$ cat src/rtl/core_sequencer.sv
// rtl/core_sequencer.sv - weight-stationary tile sequencer driving the 36-bit core instruction bus
// Every inst bit comes straight from a flop; the comb block computes next-cycle state and bus.
module core_sequencer #(
  parameter int row        = 8,
  parameter int col        = 8,
  parameter int addr_width = 11,
  parameter int len_bw     = 11,
  parameter int TIMEOUT    = 64
) (
  input  logic                  clk,
  input  logic                  reset,
  input  logic                  start,
  input  logic [addr_width-1:0] w_base,
  input  logic [addr_width-1:0] x_base,
  input  logic [addr_width-1:0] p_base,
  input  logic [len_bw-1:0]     num_act,
  input  logic                  ofifo_valid,
  output logic [35:0]           inst,
  output logic                  busy,
  output logic                  done,
  output logic                  err
);

  localparam int CW = ((len_bw > $clog2(row + col + 1)) ? len_bw : $clog2(row + col + 1)) + 1;
  localparam int TW = $clog2(TIMEOUT + 1);
  localparam logic [35:0] INST_IDLE = 36'h1_800C_0000;

  typedef enum logic [2:0] {
    S_IDLE, S_WLOAD, S_WPUSH, S_GAP, S_XLOAD, S_XEXEC, S_DRAIN, S_DONE
  } state_t;

  state_t                state, state_n;
  logic [CW-1:0]         cnt, cnt_n;
  logic [len_bw-1:0]     rd_cnt, rd_n, wr_cnt, wr_n, n_q;
  logic [TW-1:0]         to_cnt, to_n;
  logic                  err_q, err_n, do_rd, do_wr;
  logic [addr_width-1:0] w_q, x_q, p_q, base;
  logic [35:0]           inst_n;
  logic                  l0_wr_n, l0_rd_n, load_n, exec_n, ofrd_n, xcen_n, pcen_n, pwen_n;
  logic [addr_width-1:0] xa_n, pa_n;

  always_ff @(posedge clk or negedge reset) begin
    if (!reset) begin
      state  <= S_IDLE;
      cnt    <= '0;
      rd_cnt <= '0;
      wr_cnt <= '0;
      to_cnt <= '0;
      err_q  <= 1'b0;
      w_q    <= '0;
      x_q    <= '0;
      p_q    <= '0;
      n_q    <= '0;
      inst   <= INST_IDLE;
    end else begin
      state  <= state_n;
      cnt    <= cnt_n;
      rd_cnt <= rd_n;
      wr_cnt <= wr_n;
      to_cnt <= to_n;
      err_q  <= err_n;
      inst   <= inst_n;
      if (state == S_IDLE && start) begin
        w_q <= w_base;
        x_q <= x_base;
        p_q <= p_base;
        n_q <= num_act;
      end
    end
  end

  always_comb begin
    state_n = state;
    cnt_n   = cnt;
    rd_n    = rd_cnt;
    wr_n    = wr_cnt;
    to_n    = to_cnt;
    err_n   = err_q;
    do_rd   = 1'b0;
    do_wr   = 1'b0;
    case (state)
      S_IDLE: if (start) begin
        err_n   = 1'b0;
        cnt_n   = '0;
        state_n = (num_act == '0) ? S_DONE : S_WLOAD;
      end
      S_WLOAD: if (cnt == CW'(row)) begin
        state_n = S_WPUSH;
        cnt_n   = '0;
      end else cnt_n = cnt + 1'b1;
      S_WPUSH: if (cnt == CW'(row + col - 1)) begin
        state_n = S_GAP;
        cnt_n   = '0;
      end else cnt_n = cnt + 1'b1;
      S_GAP: begin
        state_n = S_XLOAD;
        cnt_n   = '0;
      end
      S_XLOAD: if (cnt == CW'(n_q)) begin
        state_n = S_XEXEC;
        cnt_n   = '0;
      end else cnt_n = cnt + 1'b1;
      S_XEXEC: if (cnt + 1'b1 == CW'(n_q)) begin
        state_n = S_DRAIN;
        cnt_n   = '0;
        rd_n    = '0;
        wr_n    = '0;
        to_n    = '0;
      end else cnt_n = cnt + 1'b1;
      S_DRAIN: begin
        if (wr_cnt == n_q) begin
          state_n = S_DONE;
        end else if (!ofifo_valid && to_cnt == TW'(TIMEOUT - 1)) begin
          err_n   = 1'b1;
          state_n = S_DONE;
        end else begin
          to_n = ofifo_valid ? '0 : to_cnt + 1'b1;
          if (ofifo_valid && rd_cnt < n_q) begin
            do_rd = 1'b1;
            rd_n  = rd_cnt + 1'b1;
          end
          // The pmem write follows the ofifo_rd currently on the bus.
          if (inst[4]) begin
            do_wr = 1'b1;
            wr_n  = wr_cnt + 1'b1;
          end
        end
      end
      default: state_n = S_IDLE;
    endcase

    base    = (state == S_IDLE) ? w_base : w_q;
    l0_wr_n = 1'b0;
    l0_rd_n = 1'b0;
    load_n  = 1'b0;
    exec_n  = 1'b0;
    ofrd_n  = 1'b0;
    xcen_n  = 1'b1;
    pcen_n  = 1'b1;
    pwen_n  = 1'b1;
    xa_n    = '0;
    pa_n    = '0;
    case (state_n)
      S_WLOAD: begin
        if (cnt_n < CW'(row)) begin
          xcen_n = 1'b0;
          xa_n   = base + addr_width'(cnt_n);
        end
        l0_wr_n = (cnt_n != '0);
      end
      S_XLOAD: begin
        if (cnt_n < CW'(n_q)) begin
          xcen_n = 1'b0;
          xa_n   = x_q + addr_width'(cnt_n);
        end
        l0_wr_n = (cnt_n != '0);
      end
      S_WPUSH: begin
        load_n  = 1'b1;
        l0_rd_n = 1'b1;
      end
      S_XEXEC: begin
        exec_n  = 1'b1;
        l0_rd_n = 1'b1;
      end
      S_DRAIN: begin
        ofrd_n = do_rd;
        if (do_wr) begin
          pcen_n = 1'b0;
          pwen_n = 1'b0;
          pa_n   = p_q + addr_width'(wr_cnt);
        end
      end
      default: ;
    endcase
    inst_n = {3'b000, pcen_n, pwen_n, pa_n, xcen_n, 1'b1, xa_n, 2'b00,
              ofrd_n, exec_n, load_n, l0_rd_n, l0_wr_n};
  end

  assign busy = (state != S_IDLE);
  assign done = (state == S_DONE);
  assign err  = err_q;

endmodule

$ cat config.mk
export PLATFORM = sky130hd
export DESIGN_NAME = core_sequencer
export DESIGN_NICKNAME = d
export VERILOG_FILES = /design/src/rtl/core_sequencer.sv
export SDC_FILE = /design/constraint.sdc
export NUM_CORES = 1
export LEC_CHECK = 0
export BUFFER_PORTS_ARGS = -buffer_cell sky130_fd_sc_hd__buf_2
export CORE_MARGIN = 10
export CORE_UTILIZATION = 40
export DETAILED_ROUTE_END_ITERATION = 10
export SYNTH_ARGS = -nofsm -noshare
export SYNTH_HDL_FRONTEND = slang
export SYNTH_SLANG_ARGS = --single-unit
$ cat constraint.sdc
create_clock -name clk -period 4.7 [get_ports clk]
set_clock_uncertainty 0.05 [all_clocks]
set_input_delay 0.47 -clock clk [delete_from_list [all_inputs] [get_ports clk]]
set_output_delay 0.47 -clock clk [all_outputs]
set_load 0.05 [all_outputs]
==> results of run 1 <==
## worst max-delay path: stages (launching register included)
cell and delay [ns]:
sky130_fd_sc_hd__dfrtp_2 0.44, sky130_fd_sc_hd__inv_1 0.10, sky130_fd_sc_hd__ha_4 0.21, sky130_fd_sc_hd__xnor2_1 0.15
sky130_fd_sc_hd__nand2_1 0.07, sky130_fd_sc_hd__or4_4 0.55, sky130_fd_sc_hd__nor4_4 0.25, sky130_fd_sc_hd__a31o_2 0.22
sky130_fd_sc_hd__buf_4 0.11, sky130_fd_sc_hd__buf_4 0.10, sky130_fd_sc_hd__a21oi_1 0.11, sky130_fd_sc_hd__a211o_1 0.38
sky130_fd_sc_hd__ha_1 0.32, sky130_fd_sc_hd__nand2_1 0.08, sky130_fd_sc_hd__nor3_2 0.28, sky130_fd_sc_hd__nand4_1 0.18
sky130_fd_sc_hd__o2111ai_1 0.17, sky130_fd_sc_hd__a211oi_2 0.08, sky130_fd_sc_hd__and2_4 0.18, sky130_fd_sc_hd__buf_12 0.13
sky130_fd_sc_hd__a22o_1 0.23
## state kept, by name (all words and copies together) (netlist names)
| register | cells |
|---|---|
| cnt | 12 |
| err | 1 |
| inst | 29 |
| n_q | 11 |
| p_q | 11 |
| rd_cnt | 11 |
| state | 3 |
| to_cnt | 7 |
| w_q | 11 |
| wr_cnt | 11 |
| x_q | 11 |
## cell type report
class                           instances  area, um^2
Fill cell                            1741        9520
Multi-Input combinational cell        629        4600
Sequential cell                       118        2960
Timing Repair Buffer                  138         863
Clock buffer                           21         470
Tap cell                              260         325
Inverter                               37         139
Clock inverter                          9        78.8
## through the flow
step / utilization / worst slack [ns] / hold WS [ns]
2_1_floorplan: - / 0.191 / 0.124
3_3_place_gp: 0.461 / 0.0591 / 0.412
3_5_place_dp: 0.461 / -0.0401 / 0.421
4_1_cts: 0.491 / 0.00559 / 0.209
5_1_grt: 0.498 / 0.00288 / 0.220
6_report: 0.498 / 0.193 / 0.171
## power by group
part	switching, W	internal (W)	total [W]
clock network	0.000457	0.000757	0.00121
registers	0.000256	0.00131	0.00156
logic	0.00174	0.00142	0.00315
total	0.00245	0.00348	0.00593
## synth_stat cells (6+ instances only)
cell type                  instances
sky130_fd_sc_hd__a22o_1           12
sky130_fd_sc_hd__o31ai_1          11
sky130_fd_sc_hd__dfrtp_1         116
sky130_fd_sc_hd__nor2b_1           6
sky130_fd_sc_hd__nand4_1          13
sky130_fd_sc_hd__nand3_1          20
sky130_fd_sc_hd__clkbuf_1         18
sky130_fd_sc_hd__o21ai_0          55
sky130_fd_sc_hd__xor2_1           29
sky130_fd_sc_hd__nand2b_1         10
sky130_fd_sc_hd__a21o_1           15
sky130_fd_sc_hd__inv_1            37
sky130_fd_sc_hd__or3_1             7
sky130_fd_sc_hd__xnor2_1          33
sky130_fd_sc_hd__nor4_1           11
sky130_fd_sc_hd__nor2_1           37
sky130_fd_sc_hd__nand2_1          94
sky130_fd_sc_hd__o21bai_1          9
sky130_fd_sc_hd__a21oi_1          39
sky130_fd_sc_hd__buf_2             9
sky130_fd_sc_hd__and3_1           14
sky130_fd_sc_hd__and2_1            7
sky130_fd_sc_hd__ha_1             55
sky130_fd_sc_hd__nor3_1           13
sky130_fd_sc_hd__buf_4            10
sky130_fd_sc_hd__mux2_2           36
## metal layers
layer,up-vias,global-route usage,part of all wire
met3,29,0.0351,0.045
met4,0,0.0590,0.022
met2,153,0.257,0.46
met1,3114,0.219,0.47
met5,-,0,0
li1,3192,-,-
## cell families (layout without fill, tap and decap cells)
logic type / Yosys count / count (layout) / share of synthesized area
AND/OR/NAND/NOR: 266 / 266 / 0.179
AO/OA/AOI/OAI: 198 / 198 / 0.171
flip-flops: 118 / 118 / 0.379
buffers and inverters: 79 / 205 / 0.0482
XOR/XNOR: 63 / 63 / 0.0718
adder cells (fa/ha/maj): 58 / 58 / 0.0960
multiplexers: 38 / 38 / 0.0546
other: 2 / 6 / 0.000963
## repair_timing
action | 4_1_cts | 5_1_grt
setup endpoints to repair | 1 | 12
endpoints found under the hold margin | 0 | 0
setup buffers | 0 | 3
pin swaps | 0 | 6
gates resized for setup | 2 | 31
## worst min path at each step
stage / endpoint / startpoint / slack, ns
floorplan: cnt[0]$_DFF_PN0_ / reset / 0.12
global placement: to_cnt[5]$_DFFE_PN0P_ / to_cnt[5]$_DFFE_PN0P_ / 0.41
detailed placement: to_cnt[5]$_DFFE_PN0P_ / to_cnt[5]$_DFFE_PN0P_ / 0.42
CTS: to_cnt[2]$_DFFE_PN0P_ / reset / 0.21
global route: p_q[3]$_DFFE_PN0P_ / p_base[3] / 0.22
finish: to_cnt[2]$_DFFE_PN0P_ / reset / 0.17
==> reports/qor.log, run 1 <==
[cells_and_area] most used cells in the layout excluding fill and tap cells sky130_fd_sc_hd__dfrtp_1 (112), sky130_fd_sc_hd__nand2_1 (94), sky130_fd_sc_hd__buf_2 (79)
[global_routing] number of global-route vias before repair 6521
[run] reported max-cap violation count 0
[timing] peak clock frequency supported by timing 222 MHz
[setup_path] register-to-register path setup slack 0.19 ns
[yosys] Unique masters post-synth 83
[cts] Sink Count 118
[power] largest voltage drop on the vdd net 0.261 mV
[setup_path] startpoint-to-endpoint class of the critical path reg -> reg
[detailed_routing] number of optimization iterations in the first detailed-route pass 4
[global_routing] maximum number of pins on one net before global-route repair 78
[yosys] post-synthesis sequential area ratio 0.379
[yosys] dominant synthesized flop cell sky130_fd_sc_hd__dfrtp_1
[yosys] share of the synthesized area in the top cell type 0.372
[floorplan] die height 160 um
[timing] fin. max-slew vios 0
[timing] Worst slew margin 0.320
[place] last weighted congestion value of the routability-driven placer 0.936
[timing] Worst Tran Pin Value 1.01 ns
[global_routing] overall overflow remaining after global route 0
[cts] buffer cell driving the clock tree root sky130_fd_sc_hd__clkbuf_16
[power] pwr dens 628 nW/um^2
[setup_path] FF-to-FF path depth 20
[power] total design power 0.00593 W
[floorplan] die outline area 25500 um^2
[cells_and_area] layout cell share with drive strength beyond 1 0.270
[yosys] post-synthesis cell count 822
[cells_and_area] Post-layout nets 1047
[timing] total negative setup slack 0 ns
[setup_path] Worst setup SP type flip-flop
[setup_path] data required time at the worst endpoint 4.95 ns
[floorplan] initial core utilization 0.411
[timing] Final Cycle Share 0.959
[yosys] biggest area contributors in the synthesized netlist sky130_fd_sc_hd__dfrtp_1 (37%), sky130_fd_sc_hd__ha_1 (8.8%), sky130_fd_sc_hd__mux2_2 (5.2%)
[setup_path] CP endpoint kind flip-flop
[worst_hold_path] class of the most critical hold timing path in -> async
[setup_path] worst setup path startpoint cnt[1]$_DFF_PN0_
[run_status] status finished clean
[cts] number of buffers inserted during clock tree synthesis 17
[cells_and_area] number of diodes 0
[floorplan] I/O pins 87
[global_routing] overall routing resource usage 0.165
[cts] clock network latency to the later pin of the worst-skew pair 0.42 ns
[timing] count of endpoints failing hold in the final timing report 0
[cts] count of hold buffers inserted by post-cts repair 0
[cells_and_area] most frequent standard cell in the layout excluding fill and tap cells sky130_fd_sc_hd__dfrtp_1
[power] P_leak 4.55 nW
[place] Placed Area 8750 um^2
[cells_and_area] growth of design area from synthesis to finish 21.1%
[setup_path] startpoint of the lowest-slack register-to-register path cnt[1]$_DFF_PN0_
[place] DP Cell Count 1179
[timing] final worst path period need 4.51 ns
[floorplan] Die W 160 um
[cells_and_area] final instance area 9440 um^2
[cells_and_area] number of standard cells in the layout, taps in and fillers out 1212
[detailed_routing] overall routed net length 21100 um
[yosys] Post-synth EDFFs 0
[cts] maximum buffer depth of the clock tree 2
[yosys] mapped cell area 7790 um^2
[yosys] synthesis warning total 0
[place] Buffers on Ports 80
[setup_path] crit path capture inst[7]$_DFF_PN0_
[cts] deepest level of the CTS H-tree 4
[detailed_routing] Post-route DRC 0
[setup_path] terminus of the critical flop-to-flop path inst[7]$_DFF_PN0_
[detailed_routing] antenna viol nets, final 0
[timing] unrepaired setup endpoints after global routing no
[yosys] register bit total from synthesis 118
[detailed_routing] mean number of vias per cell 5.35
[floorplan] Site Rows 50
[yosys] most area-hungry cell type in the Yosys netlist sky130_fd_sc_hd__dfrtp_1
[yosys] post-synthesis async set-or-reset flop share 1.00
[timing] endpoints failing setup 0
[global_routing] global-route wire length before repair 34400 um
[detailed_routing] WL per Instance 17.4 um
[cts] post-CTS clock slew at the launch and capture registers of the worst setup and hold paths 0.06 ns
[place] detailed placer's ending HPWL 16100 um
[setup_path] maximum fanout along the worst path 11
[cts] CTS tree built
[yosys] mean instance size in the synthesized netlist 9.48 um^2
[setup_path] endpoint arrival time on the critical path 4.76 ns
[floorplan] core footprint 19000 um^2
[global_routing] antenna violations before repair 0
[detailed_routing] starting DRC count in detailed routing 428
[detailed_routing] total via count in the routed design 6488
(Power assumes the default switching activity.)
==> inputs of run 2 (changes only) <==
--- a/config.mk
+++ b/config.mk
@@ -9,6 +9,8 @@
 export CORE_MARGIN = 10
 export CORE_UTILIZATION = 40
 export DETAILED_ROUTE_END_ITERATION = 10
+export RECOVER_POWER = 100
+export REMOVE_ABC_BUFFERS = 1
 export SYNTH_ARGS = -nofsm -noshare
 export SYNTH_HDL_FRONTEND = slang
 export SYNTH_SLANG_ARGS = --single-unit
==> run 2 against run 1 <==
Flip-flop and latch count stayed put. Final cell count is 0.74% higher. Worst setup slack worse by 0.049 ns. Sequential power hardly changed. Global-route usage is 0.60 points higher. Die area stayed put. Non-clock buffer count is 6 higher. Maximum frequency is 1.1% lower. The flow now finishes with violations (capacitance limit, slew limit). First-iteration DRC count is 2.6% lower. Sequential share of layout area is 0.24 points lower. Worst hold slack better by 0.056 ns.
==> reports/qor.log, run 2 (same netlist as run 1, synthesis figures left out) <==
[run_status] status finished with violations
[setup_path] Worst path max stage delay 0.41 ns
[cells_and_area] register with the most flip-flops inst
[detailed_routing] mean number of vias per cell 5.38
[setup_path] CP endpoint kind flip-flop
[global_routing] maximum number of pins on one net before global-route repair 66
[setup_path] endpoint arrival time on the critical path 4.81 ns
[detailed_routing] total via count in the routed design 6567
[cts] number of buffers inserted during clock tree synthesis 17
[floorplan] core footprint 19000 um^2
[timing] Worst slew margin -1.38
[power] combinational power share 0.524
[cells_and_area] final instance area 9510 um^2
[detailed_routing] WL per Instance 18.0 um
[timing] count of endpoints failing hold in the final timing report 0
[cells_and_area] number of standard cells in the layout, taps in and fillers out 1221
[detailed_routing] starting DRC count in detailed routing 417
[cts] clock network latency to the later pin of the worst-skew pair 0.42 ns
[floorplan] I/O pins 87
[cells_and_area] number of flip-flops under the largest register name 29
[power] cell-internal power 0.00362 W
[global_routing] global-route wire length before repair 35400 um
[cells_and_area] Post-layout nets 1054
[power] pwr dens 645 nW/um^2
[place] last weighted congestion value of the routability-driven placer 0.925
[setup_path] category of cells accounting for the largest share of critical-path delay compound AO/OA/AOI/OAI gates
[floorplan] initial core utilization 0.411
[cts] Sink Count 118
[floorplan] Die W 160 um
[run] reported max-cap violation count 1
[timing] Final Cycle Share 0.969
[global_routing] overall routing resource usage 0.171
[setup_path] Worst setup SP type flip-flop
[global_routing] number of global-route vias before repair 6532
[floorplan] Site Rows 50
[timing] fin. max-slew vios 66
[global_routing] overall overflow remaining after global route 0
[timing] endpoints failing setup 0
[cells_and_area] growth of design area from synthesis to finish 22.0%
[detailed_routing] number of optimization iterations in the first detailed-route pass 5
[cells_and_area] area occupied by registers 2960 um^2
[power] P_leak 4.48 nW
[run_status] violated checks capacitance limit, slew limit
[cells_and_area] most used cells in the layout excluding fill and tap cells sky130_fd_sc_hd__dfrtp_1 (113), sky130_fd_sc_hd__nand2_1 (93), sky130_fd_sc_hd__buf_4 (57)
[global_routing] antenna violations before repair 0
[worst_hold_path] class of the most critical hold timing path in -> reg
[setup_path] data required time at the worst endpoint 4.95 ns
[cells_and_area] number of diodes 0
[power] proportion of total power due to net switching 0.409
[cells_and_area] total area of multi-input combinational cells 4610 um^2
[place] detailed placer's ending HPWL 16200 um
[cells_and_area] Largest regs inst (29), cnt (12)
[place] DP Cell Count 1183
[setup_path] cell-by-cell listing of the critical path ha_4 > buf_4 > nand4_1 > nor2_2 > mux2_2 > a22o_1 > a31o_2 > and2_2 > or3_2 > o211ai_1 > ha_1 > a21boi_1 > o21ai_1 > nand2b_1 > buf_4 > a311o_1 > o311ai_2 > xor2_1 > a22o_1
[floorplan] die height 160 um
[cts] maximum buffer depth of the clock tree 2
[cts] deepest level of the CTS H-tree 4
[setup_path] maximum fanout along the worst path 4
[timing] peak clock frequency supported by timing 219 MHz
[setup_path] library cell contributing the largest single delay on the critical path sky130_fd_sc_hd__dfrtp_2
[place] Buffers on Ports 80
[cts] buffer cell driving the clock tree root sky130_fd_sc_hd__clkbuf_16
[cts] CTS tree built
[timing] Worst Tran Pin Value 3.56 ns
[detailed_routing] overall routed net length 22000 um
[detailed_routing] Post-route DRC 0
[power] largest voltage drop on the vdd net 0.277 mV
[power] Clk pwr share 0.224
[cts] post-CTS clock slew at the launch and capture registers of the worst setup and hold paths 0.06 ns
[setup_path] number of buffer and inverter stages on the critical path 2
[cells_and_area] most frequent standard cell in the layout excluding fill and tap cells sky130_fd_sc_hd__dfrtp_1
[power] net switching power figure 0.00251 W
[cells_and_area] layout cell share with drive strength beyond 1 0.237
[floorplan] die outline area 25500 um^2
[cts] count of hold buffers inserted by post-cts repair 0
[detailed_routing] antenna viol nets, final 0
[timing] final worst path period need 4.56 ns
[setup_path] startpoint-to-endpoint class of the critical path reg -> reg
[place] Placed Area 8780 um^2
[timing] total negative setup slack 0 ns
[power] part of the total power dissipated in sequential elements 0.252
[cells_and_area] fillcell total 1782
[run 2: path summary, 6_finish.rpt]
| kind | depth (start not counted) | start | to | slack (ns) |
|---|---|---|---|---|
| worst max register to register | 19 | cnt[1]$_DFF_PN0_ | inst[17]$_DFF_PN0_ | 0.14 |
| worst max-delay path | 19 | cnt[1]$_DFF_PN0_ | inst[17]$_DFF_PN0_ | 0.14 |
| worst min-delay path | 2 | x_base[10] | x_q[10]$_DFFE_PN0P_ | 0.23 |
| max in group asynchronous | 2 | reset | cnt[3]$_DFF_PN0_ | 1.00 |
| worst min register to register | 1 | to_cnt[5]$_DFFE_PN0P_ | to_cnt[5]$_DFFE_PN0P_ | 0.42 |
| min in group asynchronous | 1 | reset | rd_cnt[4]$_DFFE_PN0P_ | 1.22 |
[run 2: stage by stage]
step | utilization | setup slack [ns] | hold WS [ns] | total power, W
finish | 0.502 | 0.144 | 0.227 | 0.00613
floorplan | - | -0.425 | 0.124 | 0.00358
detailed placement | 0.463 | -0.0562 | 0.421 | 0.00460
global placement | 0.463 | 0.0160 | 0.421 | 0.00456
global route | 0.502 | -0.0673 | 0.218 | 0.00658
CTS | 0.497 | 0.00526 | 0.144 | 0.00604
[run 2: layout make-up]
type                    count  area share
clock inverters            10      0.0151
well taps                 260      0.0342
repair buffers            144      0.0892
flip-flops and latches    118       0.311
multi-input cells         630       0.485
clock buffers              22      0.0509
inverters                  37      0.0146
[run 2: metal layers]
metal	routed length, um	global-route usage	part of all wire
met1	10400	0.232	0.47
met2	10200	0.266	0.46
met3	1090	0.0380	0.050
met4	283	0.0451	0.013
met5	0	0	0
[run 2: power groups by stage]
stage | clock [W] | sequential [W] | combinational, W
after floorplan | 0 | 0.00168 | 0.00190
after global routing | 0.00145 | 0.00158 | 0.00355
after detailed placement | 0 | 0.00155 | 0.00305
after global placement | 0 | 0.00155 | 0.00302
after CTS | 0.00140 | 0.00153 | 0.00311
final | 0.00137 | 0.00155 | 0.00322
[run 2: timing repair]
item,CTS,global route
buffers inserted,1,4
cloned,0,1
gates resized for setup,5,30
pin swaps,1,12
setup endpoints to repair,3,12
